===== config.mk =====
export PLATFORM = sky130hd
export DESIGN_NAME = wash_timer_low_digits_flat
export DESIGN_NICKNAME = d
export VERILOG_FILES = /design/src/rtl/timer_pkg.sv /design/src/rtl/wash_timer_low_digits_if.sv /design/src/rtl/tick_prescaler.sv /design/src/rtl/wash_timer_low_digits.sv /design/src/flat_wrapper.sv
export SDC_FILE = /design/constraint.sdc
export NUM_CORES = 1
export LEC_CHECK = 0
export BUFFER_PORTS_ARGS = -buffer_cell sky130_fd_sc_hd__buf_2
export CAP_MARGIN = 20
export CORE_UTILIZATION = 60
export CTS_BUF_LIST = sky130_fd_sc_hd__clkbuf_4 sky130_fd_sc_hd__clkbuf_8
export DETAILED_ROUTE_END_ITERATION = 12
export PLACE_DENSITY_LB_ADDON = 0.08
export SLEW_MARGIN = 20
export SYNTH_ARGS = -nofsm -noshare
export SYNTH_HDL_FRONTEND = slang
export SYNTH_HIERARCHICAL = 1
export SYNTH_SLANG_ARGS = --single-unit

===== constraint.sdc =====
create_clock -name CLK100MHZ -period 3.8 [get_ports CLK100MHZ]
set_input_delay 0.38 -clock CLK100MHZ [delete_from_list [all_inputs] [get_ports CLK100MHZ]]
set_output_delay 0.38 -clock CLK100MHZ [all_outputs]
set_load 0.02 [all_outputs]

===== src/rtl/timer_pkg.sv =====
// Shared types and limits for the wash timer low-digit countdown.
// State encoding, BCD digit limits and a small clamp helper.
package timer_pkg;

    typedef enum logic [1:0] {
        IDLE  = 2'd0,
        RUN   = 2'd1,
        PAUSE = 2'd2,
        DONE  = 2'd3
    } state_t;

    localparam logic [3:0] SEC_TENS_MAX = 4'd5;
    localparam logic [3:0] DIGIT_MAX    = 4'd9;

    // One M:SS display worth of BCD digits.
    typedef struct packed {
        logic [3:0] mins;
        logic [3:0] st;
        logic [3:0] so;
    } digits_t;

    function automatic logic [3:0] clamp_digit(
        input logic [3:0] v,
        input logic [3:0] lim
    );
        return (v > lim) ? lim : v;
    endfunction

endpackage


===== src/rtl/wash_timer_low_digits_if.sv =====
// Control and display bundle between the wash controller and the
// low-digit timer; the controller is master, the timer is slave.
interface wash_timer_low_digits_if;

    logic       start;
    logic [3:0] load_ones;
    logic       pause;
    logic [3:0] tens_count;
    logic [3:0] ones_min;
    logic [3:0] sec_tens;
    logic [3:0] sec_ones;
    logic       bout;
    logic       running;
    logic       done;

    modport master (
        output start, load_ones, pause, tens_count,
        input  ones_min, sec_tens, sec_ones, bout, running, done
    );

    modport slave (
        input  start, load_ones, pause, tens_count,
        output ones_min, sec_tens, sec_ones, bout, running, done
    );

endinterface


===== src/rtl/tick_prescaler.sv =====
// Divides the system clock into a one-cycle tick every TICK_DIV
// enabled cycles; the count is retained while disabled.
module tick_prescaler #(
    parameter int unsigned TICK_DIV = 100_000_000
) (
    input  logic clk_i,
    input  logic rst_i,
    input  logic clr_i,
    input  logic en_i,
    output logic tick_o
);

    localparam int W = (TICK_DIV > 1) ? $clog2(TICK_DIV) : 1;
    localparam logic [W-1:0] LAST = W'(TICK_DIV - 1);

    logic [W-1:0] cnt_q;
    logic [W-1:0] cnt_d;

    assign tick_o = en_i && (cnt_q == LAST);

    // Next count: clear on load, wrap on tick, hold when disabled.
    always_comb begin
        cnt_d = cnt_q;
        if (clr_i) begin
            cnt_d = '0;
        end else if (en_i) begin
            cnt_d = tick_o ? '0 : cnt_q + 1'b1;
        end
    end

    // Prescaler count register.
    always_ff @(posedge clk_i) begin
        if (rst_i) begin
            cnt_q <= '0;
        end else begin
            cnt_q <= cnt_d;
        end
    end

endmodule


===== src/rtl/wash_timer_low_digits.sv =====
// Ones-minute and seconds BCD down-counter of the wash/dry countdown,
// with borrow-out to the tens-minute stage and end-of-cycle detect.
module wash_timer_low_digits
    import timer_pkg::*;
#(
    parameter int unsigned TICK_DIV = 100_000_000,
    parameter logic [3:0]  MAX_ONES = 4'd9
) (
    input  logic CLK100MHZ,
    input  logic reset,
    wash_timer_low_digits_if.slave bus
);

    state_t  state_q;
    digits_t dig_q;
    digits_t dec_d;
    logic    bout_q;
    logic    running_q;
    logic    done_q;

    logic tick;
    logic load;
    logic zero;

    // Start is honoured only when no countdown is in progress.
    assign load = bus.start && ((state_q == IDLE) || (state_q == DONE));

    assign zero = (dig_q.mins == 4'd0) &&
                  (dig_q.st == 4'd0) &&
                  (dig_q.so == 4'd0);

    tick_prescaler #(
        .TICK_DIV(TICK_DIV)
    ) u_presc (
        .clk_i (CLK100MHZ),
        .rst_i (reset),
        .clr_i (load),
        .en_i  (state_q == RUN),
        .tick_o(tick)
    );

    // One-second BCD decrement with seconds and minute borrows.
    always_comb begin
        dec_d = dig_q;
        if (dig_q.so != 4'd0) begin
            dec_d.so = dig_q.so - 4'd1;
        end else if (dig_q.st != 4'd0) begin
            dec_d.so = DIGIT_MAX;
            dec_d.st = dig_q.st - 4'd1;
        end else begin
            dec_d.so   = DIGIT_MAX;
            dec_d.st   = SEC_TENS_MAX;
            dec_d.mins = dig_q.mins - 4'd1;
        end
    end

    // Control FSM with registered digits and status outputs.
    always_ff @(posedge CLK100MHZ) begin
        if (reset) begin
            state_q   <= IDLE;
            dig_q     <= '0;
            bout_q    <= 1'b0;
            running_q <= 1'b0;
            done_q    <= 1'b0;
        end else begin
            bout_q <= 1'b0;
            unique case (state_q)
                IDLE, DONE: begin
                    if (load) begin
                        dig_q.mins <= clamp_digit(bus.load_ones, MAX_ONES);
                        dig_q.st   <= 4'd0;
                        dig_q.so   <= 4'd0;
                        state_q    <= RUN;
                        running_q  <= 1'b1;
                        done_q     <= 1'b0;
                    end
                end
                RUN: begin
                    if (tick && zero && (bus.tens_count == 4'd0)) begin
                        state_q   <= DONE;
                        running_q <= 1'b0;
                        done_q    <= 1'b1;
                    end else begin
                        if (tick && zero) begin
                            dig_q.mins <= DIGIT_MAX;
                            dig_q.st   <= SEC_TENS_MAX;
                            dig_q.so   <= DIGIT_MAX;
                            bout_q     <= 1'b1;
                        end else if (tick) begin
                            dig_q <= dec_d;
                        end
                        if (bus.pause) begin
                            state_q <= PAUSE;
                        end
                    end
                end
                PAUSE: begin
                    if (!bus.pause) begin
                        state_q <= RUN;
                    end
                end
                default: begin
                    state_q <= IDLE;
                end
            endcase
        end
    end

    assign bus.ones_min = dig_q.mins;
    assign bus.sec_tens = dig_q.st;
    assign bus.sec_ones = dig_q.so;
    assign bus.bout     = bout_q;
    assign bus.running  = running_q;
    assign bus.done     = done_q;

endmodule


===== src/flat_wrapper.sv =====
// flat-port wrapper written by rule: the top's interface ports become plain ports
module wash_timer_low_digits_flat import timer_pkg::*;
#(
    parameter int unsigned TICK_DIV = 100_000_000,
    parameter logic [3:0]  MAX_ONES = 4'd9
)
  (CLK100MHZ, reset, bus_start, bus_load_ones, bus_pause, bus_tens_count, bus_ones_min, bus_sec_tens, bus_sec_ones, bus_bout, bus_running, bus_done);
  wash_timer_low_digits_if bus_i ();
  input  logic CLK100MHZ;
  input  logic reset;
  input wire logic [$bits(bus_i.start)-1:0] bus_start;
  input wire logic [$bits(bus_i.load_ones)-1:0] bus_load_ones;
  input wire logic [$bits(bus_i.pause)-1:0] bus_pause;
  input wire logic [$bits(bus_i.tens_count)-1:0] bus_tens_count;
  output wire logic [$bits(bus_i.ones_min)-1:0] bus_ones_min;
  output wire logic [$bits(bus_i.sec_tens)-1:0] bus_sec_tens;
  output wire logic [$bits(bus_i.sec_ones)-1:0] bus_sec_ones;
  output wire logic [$bits(bus_i.bout)-1:0] bus_bout;
  output wire logic [$bits(bus_i.running)-1:0] bus_running;
  output wire logic [$bits(bus_i.done)-1:0] bus_done;
  assign bus_i.start = bus_start;
  assign bus_i.load_ones = bus_load_ones;
  assign bus_i.pause = bus_pause;
  assign bus_i.tens_count = bus_tens_count;
  assign bus_ones_min = bus_i.ones_min;
  assign bus_sec_tens = bus_i.sec_tens;
  assign bus_sec_ones = bus_i.sec_ones;
  assign bus_bout = bus_i.bout;
  assign bus_running = bus_i.running;
  assign bus_done = bus_i.done;
  wash_timer_low_digits #(.TICK_DIV(TICK_DIV), .MAX_ONES(MAX_ONES)) u_core (.CLK100MHZ(CLK100MHZ), .reset(reset), .bus(bus_i));
endmodule

==> results.md, run 1 <==
- Startpoint Class: flip-flop
- Io pins: 27
- Total wire length: 6.340 mm
- GRT met1 Usage: 33.03%
- Pre-antenna DRT Iters: 4
- Critical path required time: 4000 ps
- EDFF count, synth: 0
- Worst-Margin Slew: 709.8 ps
- Initial antenna violation count: 0
- Vias in the first global route: 2382
- Final nets: 357
- Power Dens Cells: 378.2 nW/µm²
- Diode count: 0
- Most frequent cells in the layout: dfxtp_1, buf_2, nand2_1, nand3_1, nor3_1
- Rows: 24
- Max-cap violations: 0
- H-tree depth: 2
- Tcrit/Tclk final: 69.85%
- Proportion of layout cells with a drive suffix above 1: 16.67%
- Post-synthesis cell type count: 64
- Core box area: 4354 µm²
- Critical path arrival: 2850 ps
- CTS root buf: clkbuf_8
- Slew Viols, Final: 0
- Critical Path Source: u_core/state_q[1]
- R2R Setup Slk: 1150 ps
- Fin util: 66.75%
- RSZ-0062 raised after global routing: no
- GRT Total Usage: 27.25%
- Placed Cells: 380
- CTS tree: built
- DP Wirelength: 4.525 mm
- Run status: finished clean
- CP Capture Type: flip-flop
- Final GP Congestion: 0.8598
- GRT Max-Usage Layer: met2
- Post-synth net total: 334
- Die Area: 4789 µm²
- Max Clock Skew: 10.02 ps
- Max VDD drop: 0.2662 mV
- Mapped Area: 2710 µm²
- Die Height: 69.21 µm
- Largest net degree at the start of global routing: 27
- FF-to-FF path depth: 10
- Clock latency on the worst-skew pair: 310 ps
- Routed wire per std cell: 16.34 µm
- Setup TNS: 0 ps
- Origin of the critical flop-to-flop path: u_core/state_q[1]
- Yosys warns: 6
- Post-Syn Area per Cell: 8.686 µm²
- Layout area overhead: 7.248%
- Final Hold Slack: 446.0 ps
- Hold buffers post-CTS: 0
- CTS Buf Count: 5
- Non-Filler Instances: 388
- Vias per Instance: 6.554
- Met2 global-route usage: 46.60%
- Upper clock frequency limit: 376.8 MHz
- Routed Antenna Nets: 0
- First-pass GRT wire length: 10.75 mm
- DR DRC count: 0
- IO Port Bufs: 26
- Post-synthesis sequential area ratio: 32.50%
- Post-CTS Setup Inserts: 0
- Worst-path clk slew: 90 ps
- Flops & latches, synth: 44
- Final Hold Fails: 0
- Worst rel slew slack: 52.24%
- Worst Path Max Fanout: 15
- DIE WIDTH: 69.21 µm
- Critical Path Sink: u_core/bus.sec_tens[2]
- Post-synth ARST share: 0%
- Clock Tree Buf Depth: 2
- Post-cts resize count: 0
- TritonCTS sink count: 44
- Vias: 2543
- Mapped Cells: 312
- HP Class: in -> reg
- Clock period minus worst slack: 2654 ps
- Most common cell after layout, fill and taps aside: dfxtp_1
- Pre-CTS WS: 1201 ps
- Most common flop cell mapped by yosys: dfxtp_1
- Reg-to-reg endpoint: u_core/bus.sec_tens[2]
- Met3 Track Usage GR: 4.070%
- Iter 0 DRT Violations: 180
- Final WS setup: 1146 ps
- Setup violators final: 0
- WS Path Type: reg -> reg
- Starting Density: 62.24%
- Grt ovf: 0
- Lkg Pwr: 1.079 nW
## report_power, final
group | internal, mW | total (mW) | switching [mW]
logic | 0.106 | 0.283 | 0.177
clock network | 0.128 | 0.302 | 0.173
registers | 0.486 | 0.514 | 0.0281
total | 0.721 | 1.10 | 0.379
## area by class of cell
cell class,count,area [µm²]
fill,373,1448
inverter,14,52.55
clock inverter,3,18.77
timing repair buffer,30,160.2
clock buffer,5,68.82
tap,52,65.06
multi-input combinational,240,1660
sequential,44,880.8
## critical path, stage by stage (launching register included)
cell and delay [ps]:
dfxtp_1 350, inv_1 60, ha_1 170, and4_2 280, nand2_4 130, nor3_2 230, buf_4 220, or4bb_1 450
o31ai_1 360, a211oi_1 130, o21a_1 180
## cells by family (layout without fill, tap and decap cells)
group                    Yosys count  after routing  synth area share, %
AO/OA/AOI/OAI                     70             70                18.10
XOR/XNOR                          10             10                3.232
adder cells (fa/ha/maj)           10             10                4.617
buffers and inverters             28             52                6.233
flip-flops                        44             44                32.50
multiplexers                       3              3                1.108
AND/OR/NAND/NOR                  147            147                34.21
## routing by layer
layer	vias up	wire length, µm
met5	-	0
li1	1246	-
met4	0	168
met2	82	3036
met3	17	265
met1	1198	2869
## sequential cells by signal, summed over array words and instances, names as in the netlist
signal                cells
u_core/u_presc/cnt_q     27
u_core/bus.ones_min       4
u_core/bus.sec_ones       4
u_core/bus.sec_tens       4
u_core/state_q            2
u_core/bus.bout           1
u_core/bus.done           1
u_core/bus.running        1
## metrics by stage
| stage | total power [mW] | area (µm²) |
|---|---|---|
| floorplan | 0.7403 | 2710 |
| global placement | 0.8003 | 2819 |
| detailed placement | 0.8036 | 2819 |
| CTS | 1.099 | 2907 |
| global route | 1.151 | 2907 |
| finish | 1.099 | 2907 |
## cells in the mapped netlist (all sizes together) (8+ instances only)
library cell	number	area share, %
nor2	13	1.8
o21ai	13	2.4
nand4	16	5.0
a21oi	13	2.4
o31ai	10	2.8
dfxtp	44	33
and3	8	1.9
a211oi	12	3.7
xor2	8	2.6
nor3	16	3.1
nand2	22	3.3
buf	8	2.7
inv	13	1.8
nand3	20	3.9
or4	12	3.3
ha	10	4.6
## how the worst min path moves through the flow
stage	cells after the start	end	from	slack, ps
2_1_floorplan	2	u_core/u_presc/cnt_q[15]	u_core/u_presc/cnt_q[15]	460
3_3_place_gp	2	u_core/u_presc/cnt_q[1]	u_core/u_presc/cnt_q[1]	480
3_5_place_dp	2	u_core/bus.running	u_core/bus.running	490
4_1_cts	2	u_core/state_q[0]	reset	450
5_1_grt	2	u_core/state_q[0]	reset	460
6_report	2	u_core/state_q[0]	reset	450
(Power assumes the default switching activity.)
==> run 2, diff against run 1 <==
- CORE_UTILIZATION: 60 -> 55
- clock period: 3.8 -> 2.3 ns (I/O delays scaled with it)
==> results.md, run 2 (synthesis results as in run 1) <==
- Io pins: 27 (unchanged)
- Fill count: 400 (was 373)
- Initial antenna violation count: 0 (unchanged)
- Critical path arrival: 2500 ps (was 2850 ps)
- IO Port Bufs: 26 (unchanged)
- Routed Antenna Nets: 0 (unchanged)
- Reg-to-reg endpoint: u_core/bus.sec_tens[2] (unchanged)
- Layout area overhead: 19.39% (was 7.248%)
- CTS Buf Count: 5 (unchanged)
- WP depth: 9 (was 10)
- Final Hold Slack: 306.4 ps (was 446.0 ps)
- Diode count: 0 (unchanged)
- TritonCTS sink count: 44 (unchanged)
- Largest net degree at the start of global routing: 17 (was 27)
- Final WS setup: 2.658 ps (was 1146 ps)
- Max FFs per register: 27 (unchanged)
- Origin of the critical flop-to-flop path: u_core/state_q[1] (unchanged)
- Lkg Pwr: 1.261 nW (was 1.079 nW)
- Critical path required time: 2500 ps (was 4000 ps)
- Starting Density: 57.38% (was 62.24%)
- Die Area: 5212 µm² (was 4789 µm²)
- Clock period minus worst slack: 2297 ps (was 2654 ps)
- Upper clock frequency limit: 435.3 MHz (was 376.8 MHz)
- Slowest stage cell, crit path: or4bb_4 (was or4bb_1)
- Reg with most FFs: u_core/u_presc/cnt_q (unchanged)
- FF-to-FF path depth: 9 (was 10)
- Clock Tree Buf Depth: 2 (unchanged)
- Core box area: 4723 µm² (was 4354 µm²)
- DIE WIDTH: 72.20 µm (was 69.21 µm)
- Rows: 25 (was 24)
- Pre-CTS WS: 75.35 ps (was 1201 ps)
- Cell-by-cell listing of the critical path: inv_4 > ha_4 > and4_4 > nand2_4 > nor3_4 > or4bb_4 > o31ai_4 > a211oi_2 > o21a_1 (was inv_1 > ha_1 > and4_2 > nand2_4 > nor3_2 > buf_4 > or4bb_1 > o31ai_1 > a211oi_1 > o21a_1)
- Most common cell after layout, fill and taps aside: dfxtp_1 (unchanged)
- Proportion of layout cells with a drive suffix above 1: 27.05% (was 16.67%)
- Fin util: 68.50% (was 66.75%)
- Critical Path Source: u_core/state_q[1] (unchanged)
- Routed wire per std cell: 16.10 µm (was 16.34 µm)
- Vias in the first global route: 2408 (was 2382)
- Max Clock Skew: 5.340 ps (was 10.02 ps)
- Iter 0 DRT Violations: 261 (was 180)
- Vias per Instance: 6.330 (was 6.554)
- Final Hold Fails: 0 (unchanged)
- Pre-antenna DRT Iters: 6 (was 4)
- Tcrit/Tclk final: 99.88% (was 69.85%)
- Grt ovf: 0 (unchanged)
- HP Class: in -> reg (unchanged)
- Cell family with most CP delay: simple AND/OR/NAND/NOR gates (unchanged)
- Worst Path Buf+Inv: 1 (was 2)
- Setup violators final: 0 (unchanged)
- Power Dens Cells: 606.2 nW/µm² (was 378.2 nW/µm²)
- Worst-Margin Slew: 427.6 ps (was 709.8 ps)
- Total wire length: 6.972 mm (was 6.340 mm)
- GRT Total Usage: 27.23% (was 27.25%)
- Final GP Congestion: 0.9003 (was 0.8598)
- Startpoint Class: flip-flop (unchanged)
- DR DRC count: 0 (unchanged)
- Die Height: 72.20 µm (was 69.21 µm)
- Worst-path clk slew: 80 ps (was 90 ps)
- Max-cap violations: 0 (unchanged)
- Slew Viols, Final: 0 (unchanged)
- Run status: finished clean (unchanged)
- Worst rel slew slack: 71.50% (was 52.24%)
- Most frequent cells in the layout: dfxtp_1, buf_4, buf_2, nand2_1, nand3_1 (was dfxtp_1, buf_2, nand2_1, nand3_1, nor3_1)
- RSZ-0062 raised after global routing: yes (was no)
- Clock latency on the worst-skew pair: 300 ps (was 310 ps)
- R2R Setup Slk: 3 ps (was 1150 ps)
- CP Capture Type: flip-flop (unchanged)
- DP Wirelength: 5.005 mm (was 4.525 mm)
- CTS root buf: clkbuf_8 (unchanged)
- First-pass GRT wire length: 11.11 mm (was 10.75 mm)
- Critical Path Sink: u_core/bus.sec_tens[2] (unchanged)
- CP max stage delay: 530 ps (was 450 ps)
- WS Path Type: reg -> reg (unchanged)
- CTS tree: built (unchanged)
- Vias: 2741 (was 2543)
- Max VDD drop: 0.3741 mV (was 0.2662 mV)
- H-tree depth: 2 (unchanged)
- Final nets: 387 (was 357)
- Worst Path Max Fanout: 4 (was 15)
[run 2: changes by cell type in the layout (fill, tap and decap cells not counted), moves of 2 or more]
| cell | before | now |
|---|---|---|
| clkbuf_4 | 0 | 2 |
| clkinv_2 | 2 | 0 |
| and4_4 | 0 | 2 |
| dfxtp_1 | 44 | 41 |
| ha_1 | 10 | 8 |
| dfxtp_2 | 0 | 2 |
| buf_4 | 4 | 33 |
[run 2: area by class of cell]
type / count / area (µm²) / area share [%]
flip-flops and latches: 44 / 887.1 / 27.42
multi-input cells: 240 / 1723 / 53.25
clock buffers: 8 / 97.59 / 3.016
well taps: 67 / 83.83 / 2.591
inverters: 14 / 55.05 / 1.701
repair buffers: 60 / 389.1 / 12.03
[run 2: metrics by stage]
stage	TNS [ps]	area [µm²]	total power, mW	std cells
CTS	0	3159	1.936	429
floorplan	-56.75	2751	1.242	312
global route	-209.7	3236	2.064	433
finish	0	3236	1.961	433
detailed placement	0	3062	1.406	421
global placement	0	3062	1.397	421
[run 2: worst register-to-register path: stages (launching register included)]
cell and delay (ps):
dfxtp_4 370, inv_4 60, ha_4 140, and4_4 270, nand2_4 60, nor3_4 290, or4bb_4 530, o31ai_4 210
a211oi_2 100, o21a_1 190
[run 2: how the worst min path moves through the flow]
stage	start	endpoint	slack, ps	cells past startpoint
floorplan	reset	u_core/u_presc/cnt_q[8]	410	2
global placement	u_core/bus.running	u_core/bus.running	480	2
detailed placement	u_core/bus.running	u_core/bus.running	480	2
CTS	reset	u_core/bus.sec_tens[0]	290	2
global route	reset	u_core/bus.sec_tens[0]	320	2
finish	reset	u_core/bus.sec_tens[0]	310	2
[run 2: power breakdown]
| part | leakage [nW] | switching (mW) | internal (mW) | total (mW) |
|---|---|---|---|---|
| sequential | 0.358 | 0.0514 | 0.804 | 0.856 |
| combinational | 0.851 | 0.327 | 0.243 | 0.570 |
| clock | 0.0523 | 0.267 | 0.269 | 0.536 |
[run 2: timing repair]
item,CTS,global route
gates resized for setup,0,12
hold buffers,0,0
setup endpoints to repair,0,9
setup buffers,0,4
[run 2: layer usage]
| metal | global-route usage, % | routed length (µm) |
|---|---|---|
| met5 | 0 | 0 |
| met1 | 32.67 | 2914 |
| met4 | 11.55 | 196 |
| met2 | 47.35 | 3414 |
| met3 | 5.278 | 447 |
==> run 3, diff against run 2 <==
- CAP_MARGIN: 20 -> not set
- CORE_ASPECT_RATIO: not set -> 1.2
- GPL_ROUTABILITY_DRIVEN: not set -> 0
==> results.md, run 3 (synthesis results as in run 1) <==
- Run status: finished clean (unchanged)
- Clock Tree Buf Depth: 2 (unchanged)
- GRT Total Usage: 28.93% (was 27.23%)
- CTS Buf Count: 5 (unchanged)
- Routed Antenna Nets: 0 (unchanged)
- Worst-Margin Slew: 564.0 ps (was 427.6 ps)
- Vias: 2664 (was 2741)
- CP max stage delay: 490 ps (was 530 ps)
- Final nets: 387 (unchanged)
- Hold buffers post-CTS: 0 (unchanged)
- Switching Share: 33.52% (was 32.90%)
- Critical Path Source: u_core/state_q[1] (unchanged)
- Critical path arrival: 2440 ps (was 2500 ps)
- Upper clock frequency limit: 455.4 MHz (was 435.3 MHz)
- Met3 routed WL: 284 µm (was 447 µm)
- Slew Viols, Final: 0 (unchanged)
- Io pins: 27 (unchanged)
- Iter 0 DRT Violations: 166 (was 261)
- Setup violators final: 0 (unchanged)
- Worst Path Max Fanout: 4 (unchanged)
- Pre-CTS WS: 25.29 ps (was 75.35 ps)
- Worst Path Buf+Inv: 2 (was 1)
- Power Dens Cells: 592.0 nW/µm² (was 606.2 nW/µm²)
- Pre-antenna DRT Iters: 4 (was 6)
- Final WS setup: 104.3 ps (was 2.658 ps)
- Reg with most FFs: u_core/u_presc/cnt_q (unchanged)
- DP Wirelength: 5.208 mm (was 5.005 mm)
- Flop pwr share: 45.5% (was 43.6%)
- Largest net degree at the start of global routing: 27 (was 17)
- Fin util: 68.01% (was 68.50%)
- DIE WIDTH: 66.08 µm (was 72.20 µm)
- Die Area: 5213 µm² (was 5212 µm²)
- Origin of the critical flop-to-flop path: u_core/state_q[1] (unchanged)
- CTS tree: built (unchanged)
- Clock period minus worst slack: 2196 ps (was 2297 ps)
- Max FFs per register: 27 (unchanged)
- CP Capture Type: flip-flop (unchanged)
- CTS root buf: clkbuf_8 (unchanged)
- Tcrit/Tclk final: 95.47% (was 99.88%)
- Max layer used: met4 (unchanged)
- Total wire length: 7.024 mm (was 6.972 mm)
- First-pass GRT wire length: 11.52 mm (was 11.11 mm)
- Worst rel slew slack: 62.05% (was 71.50%)
- Vias per Instance: 6.298 (was 6.330)
- Final Hold Fails: 0 (unchanged)
- Pint: 1.248 mW (was 1.316 mW)
- Worst-path clk slew: 80 ps (about the same)
- Most frequent cells in the layout: dfxtp_1, buf_4, buf_2, nand2_1, nand3_1 (unchanged)
- Rows: 27 (was 25)
- Cell family with most CP delay: simple AND/OR/NAND/NOR gates (unchanged)
- Grt ovf: 0 (unchanged)
- HP Start: bus_tens_count[2] (was reset)
- Met1 WL: 2.948 mm (was 2.914 mm)
- Startpoint Class: flip-flop (unchanged)
- Layout area overhead: 16.99% (was 19.39%)
- RSZ-0062 raised after global routing: no (was yes)
- H-tree depth: 2 (unchanged)
- Vias in the first global route: 2499 (was 2408)
- Max-cap violations: 0 (unchanged)
- Lkg Pwr: 1.252 nW (was 1.261 nW)
- Core box area: 4662 µm² (was 4723 µm²)
- Most common cell after layout, fill and taps aside: dfxtp_1 (unchanged)
- Starting Density: 58.13% (was 57.38%)
- DR DRC count: 0 (unchanged)
- IO Port Bufs: 26 (unchanged)
- Clock latency on the worst-skew pair: 300 ps (about the same)
- Clock Power Share: 25.4% (was 27.3%)
- Max Clock Skew: 5.931 ps (was 5.340 ps)
- Critical path required time: 2540 ps (was 2500 ps)
- Combinational share of power: 29.1% (was 29.0%)
- Routed wire per std cell: 16.61 µm (was 16.10 µm)
- Die Height: 78.90 µm (was 72.20 µm)
- Diode count: 0 (unchanged)
- WS Path Type: reg -> reg (unchanged)
- Sw Pwr: 629.1 µW (was 645.3 µW)
- Max VDD drop: 0.4173 mV (was 0.3741 mV)
- Cell-by-cell listing of the critical path: inv_2 > ha_4 > and4_4 > nand2_4 > nor3_4 > buf_6 > nor2b_4 > or3_1 > or4_1 > a21oi_2 (was inv_4 > ha_4 > and4_4 > nand2_4 > nor3_4 > or4bb_4 > o31ai_4 > a211oi_2 > o21a_1)
- Initial antenna violation count: 0 (unchanged)
- HP Class: in -> reg (unchanged)
- Proportion of layout cells with a drive suffix above 1: 25.21% (was 27.05%)
- Slowest stage cell, crit path: or4_1 (was or4bb_4)
- TritonCTS sink count: 44 (unchanged)
- Routed wl met2: 3.667 mm (was 3.414 mm)
-- run 3: area by class of cell --
class / instances / area (µm²)
clock buffer: 6 / 76.32
tap: 58 / 72.57
sequential: 44 / 883.3
fill: 408 / 1491
multi-input combinational: 240 / 1692
clock inverter: 1 / 5.005
inverter: 14 / 52.55
timing repair buffer: 60 / 389.1
-- run 3: worst paths after layout --
kind	endpoint	slack (ps)	cells after the start
setup / recovery	u_core/bus.sec_ones[1]	100	10
hold / removal	u_core/bus.bout	290	3
setup reg to reg	u_core/bus.sec_ones[1]	100	10
hold reg to reg	u_core/bus.running	490	2
-- run 3: metal layers --
layer	GRT usage, %	vias up
li1	-	1304
met1	31.17	1277
met2	54.08	72
met3	5.316	11
met4	11.49	0
met5	0	-
-- run 3: power by group through the flow --
stage	sequential, mW	combinational [mW]	clock, mW
final	0.855	0.546	0.477
after global placement	0.869	0.527	0
after global routing	0.861	0.592	0.524
after CTS	0.853	0.539	0.485
after detailed placement	0.871	0.537	0
after floorplan	0.899	0.343	0
-- run 3: timing repair --
item,CTS,global route
setup endpoints to repair,1,9
pin swaps,1,2
buffers inserted,2,1
resized for setup,0,3
-- run 3: tightest hold or removal path, cell delays in order --
cell	delay, ps
buf_2	80
nor4_1	70
nor3_1	160
-- run 3: through the flow --
| stage | TNS [ps] | power, mW | hold slack, ps | cells | instance area (µm²) |
|---|---|---|---|---|---|
| after floorplan | -56.75 | 1.242 | 410.1 | 312 | 2751 |
| after global placement | 0 | 1.396 | 474.1 | 413 | 3058 |
| after detailed placement | 0 | 1.407 | 484.5 | 413 | 3058 |
| after CTS | 0 | 1.877 | 288.2 | 422 | 3154 |
| after global routing | 0 | 1.977 | 305.9 | 423 | 3171 |
| final | 0 | 1.877 | 293.3 | 423 | 3171 |
